<file path="config.mk">
export PLATFORM = sky130hd
export DESIGN_NAME = spi_flash_target
export DESIGN_NICKNAME = d
export VERILOG_FILES = /design/src/rtl/spi_flash_target.sv
export SDC_FILE = /design/constraint.sdc
export NUM_CORES = 2
export LEC_CHECK = 0
export ABC_AREA = 1
export ABC_CLOCK_PERIOD_IN_PS = 10900
export CORE_AREA = 2 2 461 463
export DETAILED_ROUTE_END_ITERATION = 7
export DIE_AREA = 0 0 463 465
export PLACE_DENSITY_LB_ADDON = 0.05
export SETUP_SLACK_MARGIN = 0.05
export SLEW_MARGIN = 20
export SYNTH_ARGS = -nofsm -noshare
export SYNTH_HDL_FRONTEND = slang
export SYNTH_SLANG_ARGS = --single-unit
</file>
<file path="constraint.sdc">
create_clock -name clk -period 10.9 [get_ports clk]
set_input_delay 1.635 -clock clk [delete_from_list [all_inputs] [get_ports clk]]
set_output_delay 1.635 -clock clk [all_outputs]
set_load 0.02 [all_outputs]
</file>
<file path="src/rtl/spi_flash_target.sv">
// SPI mode-0 serial flash responder, 16-bit addressing, AND-only program.
// Optional CHIP_ERASE_EN macro enables the 0xC7 chip erase sweep.
module spi_flash_target #(
    parameter int ADDR_W      = 16,
    parameter int MEM_DEPTH   = 256,
    parameter int PROG_CYCLES = 8
) (
    input  logic clk,
    input  logic reset,
    input  logic spi_clk,
    input  logic spi_cs,
    input  logic spi_mosi,
    output logic spi_miso,
    output logic wip,
    output logic wel,
    output logic cmd_err
);

    localparam int IDX_W = $clog2(MEM_DEPTH);
    localparam int WC_W  = $clog2(PROG_CYCLES + 1);

    typedef enum logic [2:0] {
        IDLE, CMD, ADDR_HI, ADDR_LO,
        READ_DATA, PROG_DATA, STATUS, IGNORE
    } state_t;

    typedef enum logic [2:0] {
        OP_NONE, OP_WREN, OP_WRDI,
        OP_READ, OP_PROG, OP_ERASE
    } op_t;

    state_t            state;
    op_t               op;
    logic [1:0]        sclk_s, cs_s, mosi_s;
    logic              sclk_d, cs_d;
    logic [2:0]        bit_cnt;
    logic [6:0]        rx;
    logic [7:0]        tx;
    logic [ADDR_W-1:0] addr;
    logic              prog_any;
    logic [WC_W-1:0]   wip_cnt;
`ifdef CHIP_ERASE_EN
    logic              erase_busy;
    logic [IDX_W-1:0]  erase_idx;
`endif

    // Stores cleared bits, so the all-zero power-up state reads as erased.
    logic [7:0]        mem_clr [MEM_DEPTH];
    logic              mem_we;
    logic [IDX_W-1:0]  mem_wa;
    logic [7:0]        mem_wd;

    logic              sclk_rise, sclk_fall, cs_fall, cs_rise, cs_high;
    logic              byte_done;
    logic [7:0]        rx_byte, rd_data, status;
    logic [ADDR_W-1:0] full_addr;
    logic [IDX_W-1:0]  rd_idx;

    assign cs_high   = cs_s[1];
    assign sclk_rise = sclk_s[1] & ~sclk_d;
    assign sclk_fall = ~sclk_s[1] & sclk_d;
    assign cs_fall   = ~cs_s[1] & cs_d;
    assign cs_rise   = cs_s[1] & ~cs_d;
    assign byte_done = sclk_rise && (bit_cnt == 3'd7);
    assign rx_byte   = {rx, mosi_s[1]};
    assign full_addr = {addr[ADDR_W-9:0], rx_byte};
    assign rd_idx    = (state == ADDR_LO) ? full_addr[IDX_W-1:0]
                                          : addr[IDX_W-1:0];
    assign rd_data   = ~mem_clr[rd_idx];
    assign status    = {6'b0, wel, wip};

    always_ff @(posedge clk or posedge reset) begin
        if (reset) begin
            sclk_s <= '0;
            cs_s   <= '0;
            mosi_s <= '0;
            sclk_d <= 1'b0;
            cs_d   <= 1'b0;
        end else begin
            sclk_s <= {sclk_s[0], spi_clk};
            cs_s   <= {cs_s[0], spi_cs};
            mosi_s <= {mosi_s[0], spi_mosi};
            sclk_d <= sclk_s[1];
            cs_d   <= cs_s[1];
        end
    end

    always_comb begin
        mem_we = 1'b0;
        mem_wa = addr[IDX_W-1:0];
        mem_wd = mem_clr[addr[IDX_W-1:0]] | ~rx_byte;
        if (!cs_high && state == PROG_DATA && byte_done)
            mem_we = 1'b1;
`ifdef CHIP_ERASE_EN
        if (erase_busy) begin
            mem_we = 1'b1;
            mem_wa = erase_idx;
            mem_wd = '0;
        end
`endif
    end

    always_ff @(posedge clk) begin
        if (mem_we)
            mem_clr[mem_wa] <= mem_wd;
    end

    always_ff @(posedge clk or posedge reset) begin
        if (reset) begin
            state    <= IDLE;
            op       <= OP_NONE;
            bit_cnt  <= '0;
            rx       <= '0;
            tx       <= '0;
            addr     <= '0;
            prog_any <= 1'b0;
            wip_cnt  <= '0;
            wip      <= 1'b0;
            wel      <= 1'b0;
            cmd_err  <= 1'b0;
            spi_miso <= 1'b0;
`ifdef CHIP_ERASE_EN
            erase_busy <= 1'b0;
            erase_idx  <= '0;
`endif
        end else begin
            cmd_err <= 1'b0;
`ifdef CHIP_ERASE_EN
            if (erase_busy) begin
                erase_idx <= erase_idx + 1'b1;
                if (erase_idx == IDX_W'(MEM_DEPTH - 1)) begin
                    erase_busy <= 1'b0;
                    wip        <= 1'b0;
                    wel        <= 1'b0;
                end
            end else
`endif
            if (wip) begin
                if (wip_cnt == '0)
                    wip <= 1'b0;
                else
                    wip_cnt <= wip_cnt - 1'b1;
            end

            if (cs_high) begin
                state    <= IDLE;
                op       <= OP_NONE;
                bit_cnt  <= '0;
                tx       <= '0;
                prog_any <= 1'b0;
                spi_miso <= 1'b0;
                if (cs_rise) begin
                    case (op)
                        OP_WREN: wel <= 1'b1;
                        OP_WRDI: wel <= 1'b0;
                        OP_PROG: begin
                            if (prog_any) begin
                                wip     <= 1'b1;
                                wip_cnt <= WC_W'(PROG_CYCLES - 1);
                                wel     <= 1'b0;
                            end
                        end
`ifdef CHIP_ERASE_EN
                        OP_ERASE: begin
                            wip        <= 1'b1;
                            erase_busy <= 1'b1;
                            erase_idx  <= '0;
                        end
`endif
                        default: ;
                    endcase
                end
            end else if (state == IDLE) begin
                if (cs_fall) begin
                    state   <= CMD;
                    bit_cnt <= '0;
                    tx      <= '0;
                end
            end else begin
                if (sclk_fall) begin
                    spi_miso <= tx[7];
                    tx       <= {tx[6:0], 1'b0};
                end
                if (sclk_rise) begin
                    rx      <= rx_byte[6:0];
                    bit_cnt <= bit_cnt + 3'd1;
                end
                if (byte_done) begin
                    case (state)
                        CMD: begin
                            // Busy device only answers status polls.
                            if (wip && rx_byte != 8'h05) begin
                                state <= IGNORE;
                            end else begin
                                case (rx_byte)
                                    8'h06: begin
                                        op    <= OP_WREN;
                                        state <= IGNORE;
                                    end
                                    8'h04: begin
                                        op    <= OP_WRDI;
                                        state <= IGNORE;
                                    end
                                    8'h05: begin
                                        state <= STATUS;
                                        tx    <= status;
                                    end
                                    8'h03: begin
                                        op    <= OP_READ;
                                        state <= ADDR_HI;
                                    end
                                    8'h02: begin
                                        if (wel) begin
                                            op    <= OP_PROG;
                                            state <= ADDR_HI;
                                        end else begin
                                            cmd_err <= 1'b1;
                                            state   <= IGNORE;
                                        end
                                    end
`ifdef CHIP_ERASE_EN
                                    8'hC7: begin
                                        state <= IGNORE;
                                        if (wel)
                                            op <= OP_ERASE;
                                        else
                                            cmd_err <= 1'b1;
                                    end
`endif
                                    default: begin
                                        cmd_err <= 1'b1;
                                        state   <= IGNORE;
                                    end
                                endcase
                            end
                        end
                        ADDR_HI: begin
                            addr  <= full_addr;
                            state <= ADDR_LO;
                        end
                        ADDR_LO: begin
                            if (op == OP_READ) begin
                                tx    <= rd_data;
                                addr  <= full_addr + 1'b1;
                                state <= READ_DATA;
                            end else begin
                                addr  <= full_addr;
                                state <= PROG_DATA;
                            end
                        end
                        READ_DATA: begin
                            tx   <= rd_data;
                            addr <= addr + 1'b1;
                        end
                        PROG_DATA: begin
                            addr     <= addr + 1'b1;
                            prog_any <= 1'b1;
                        end
                        STATUS: tx <= status;
                        default: ;
                    endcase
                end
            end
        end
    end

endmodule
</file>
==> results_dict.tcl <==
set metrics [dict create \
    clkLatencyLatePin_ns 0.90 \
    path_class "flop to flop" \
    ys_top_cells_by_count "2450 x nand2_1, 2048 x edfxtp_1, 1963 x nand3_1, 1193 x o21ai_0, 1097 x nor2_1" \
    synth_flop_cell "edfxtp_1" \
    initial_core_util 0.497 \
    die_area_um2 215000 \
    drtAntennaViolNets 0 \
    critical-path-max-stage-delay_ns 0.77 \
    postPlaceCellArea_um2 107000 \
    nNetsFinal 10900 \
    yosysWarnings 0 \
    reg2reg_to "mem_clr[60][1]" \
    vias_per_cell 6.52 \
    crit_fanout 176 \
    rows 169 \
    grt_pass1_vias 84200 \
    placed_cells 13500 \
    postCtsSetupBuffers 0 \
    io_pins 9 \
    cts-buffers-inserted 224 \
    async_flop_share 0.0234 \
    wl_per_cell_um 29.6 \
    area_growth_pct 8.40 \
    ir_worst_vdd_mv 0.182 \
    setup-violations-final 0 \
    path_clk_slew_ns 0.06 \
    track_usage 0.371 \
    htree_levels 4 \
    coreArea_um2 211000 \
    yosysTopAreaCell "edfxtp_1" \
    ff2ff_path_depth 12 \
    powerDensity_nw_per_um2 172 \
    fin_skew_ns 0.0345 \
    cap_violations 0 \
    ys_seq_area_frac 0.598 \
    cp-end-kind "flop" \
    tightest_slew_ns 1.35 \
    cts_hold_buf 0 \
    syn_area_um2 105000 \
    avgSynthCellArea_um2 9.25 \
    grt_first_pass_wirelength_mm 588 \
    drc 0 \
    antenna_found_initial 18 \
    gr-total-overflow 0 \
    rsz0062_at_grt "false" \
    critPathBufInv 5 \
    cp.depth 12 \
    drt_iter0_drc 13700 \
    cts.sink_count 2097 \
    relSlewSlack 0.0970 \
    io_buffers 8 \
    rrSetupSlack_ns 3.91 \
    slew_viol_final 0 \
    leakage_nw 40.2 \
    cp_cell_sequence "inv_8 -> buf_12 -> buf_4 -> a21oi_1 -> o21ai_0 -> a21oi_1 -> a2111oi_0 -> buf_4 -> o221ai_1 -> nand2_1 -> nand3_4 -> buf_12" \
    status "finished clean" \
    synth-seq-cells 2097 \
    worstPathRequired_ns 11.26 \
    ctsLongestPathBuffers 3 \
    hold_path_end "mosi_s[1]" \
    hold_depth 0 \
    cts-resized-gates 0 \
    die_h_um 465 \
    timing.rr.start "addr[0]" \
    syn_nets 11400 \
    hold_path.class "flop to flop" \
    setup_tns_ns 0 \
    routabilityCongestion 0.958 \
    num_vias 90600 \
    layout.cells.non_filler 13900 \
    drive_gt1_frac 0.0552 \
    dp_hpwl_mm 232 \
    synth.most_common_cell "nand2_1" \
    critical_path.top_delay_family "buffers and inverters" \
    period_share 0.642 \
    fmaxAchievable_mhz 143 \
    cts_root_buf "clkbuf_16" \
    drt_first_pass_iters 8 \
    routed_wl_mm 411 \
    critPathLaunchType "flop" \
    synth-edff-count 2048 \
    hold_start "mosi_s[0]" \
    grt_max_degree 225 \
    slowest_stage "nand3_4" \
    yosysTopAreaCellShare 0.587 \
    cts_tree "done" \
    synthCells 11300 \
    worstPathArrival_ns 7.36 \
    synthTopCellsByArea "edfxtp_1 59%, nand3_1 9.4%, nand2_1 8.8%, o21ai_0 5.7%, nor2_1 3.9%" \
    die_w_um 463 \
    post-route-min-period_ns 6.99 \
    fin_area_um2 114000 \
    synth_cell_types 57 \
    hold_viol_final 0 \
]
power by group:
group	total [mW]	switching, mW	internal, mW
Clock	7.26	3.26	4.01
Sequential	9.36	0.0489	9.31
Combinational	2.96	2.30	0.654
registers in the layout (all words and copies together), names as in the netlist, 3 cells and up:
name / flops
tx: 8
bit_cnt: 3
addr: 8
op: 3
mem_clr: 2048
rx: 7
wip_cnt: 4
state: 3
cell type report:
class / count / area, um^2
well taps: 2821 / 3530
flip-flops and latches: 2097 / 62700
inverters: 553 / 2120
repair buffers: 217 / 2100
diodes: 11 / 27.5
fillers: 18700 / 97200
multi-input cells: 7802 / 36300
clock buffers: 304 / 6050
clock inverters: 105 / 732
worst max-delay path by stage:
stage / startpoint / endpoint / slack, ns
floorplan: addr[0] / mem_clr[0][3] / 0.55
detailed placement: addr[0] / mem_clr[123][2] / 4.23
CTS: addr[0] / mem_clr[198][2] / 4.22
global route: addr[0] / mem_clr[83][2] / 3.94
finish: addr[0] / mem_clr[60][1] / 3.91
global placement: addr[0] / mem_clr[210][0] / 4.25
per-layer routing:
layer  GRT usage  vias up  share of wire  wire (um)
met4       0.223       20          0.070      28800
met5           0        -        0.00034        141
met2       0.546     6457           0.43     176000
met3      0.0926     1406           0.13      51600
met1       0.497    43700           0.38     155000
li1            -    39000              -          -
logic make-up after synthesis:
kind of cell / count (synthesis) / share of synthesized area
AOI/OAI and AO/OA: 2180 / 0.115
xor gates and xnor gates: 2 / 0.000167
adders and majority gates: 13 / 0.00155
buffers and inverters: 1440 / 0.0586
DFF: 2097 / 0.598
and+or+nand+nor: 5607 / 0.227
cells in the final DEF, fill, tap and decap left out, drive strengths merged, types with 3 or more instances in the layout:
cell type,count
o31ai,7
a22o,29
nor3,17
bufinv,6
a31oi,4
dfrtp,49
nand3b,5
o31a,3
o22ai,342
clkbuf,304
diode,11
nand3,1964
o21ai,1217
nand4,48
buf,209
a41oi,25
clkinvlp,5
clkinv,92
nand2,2454
o221ai,8
nor4,17
o211ai,92
a21oi,407
inv,555
ha,13
or2,3
clkdlybuf4s50,8
nor2,1098
a2111oi,4
a221oi,23
edfxtp,2048
stage by stage:
stage	setup slack, ns	power, mW	util	hold WS, ns
floorplan	0.547	11.6	-	0.331
global placement	4.25	12.3	0.506	0.332
detailed placement	4.23	12.4	0.506	0.353
CTS	4.22	19.5	0.538	0.358
global route	3.94	20.1	0.539	0.360
finish	3.91	19.6	0.539	0.357
(Power assumes the default switching activity.)
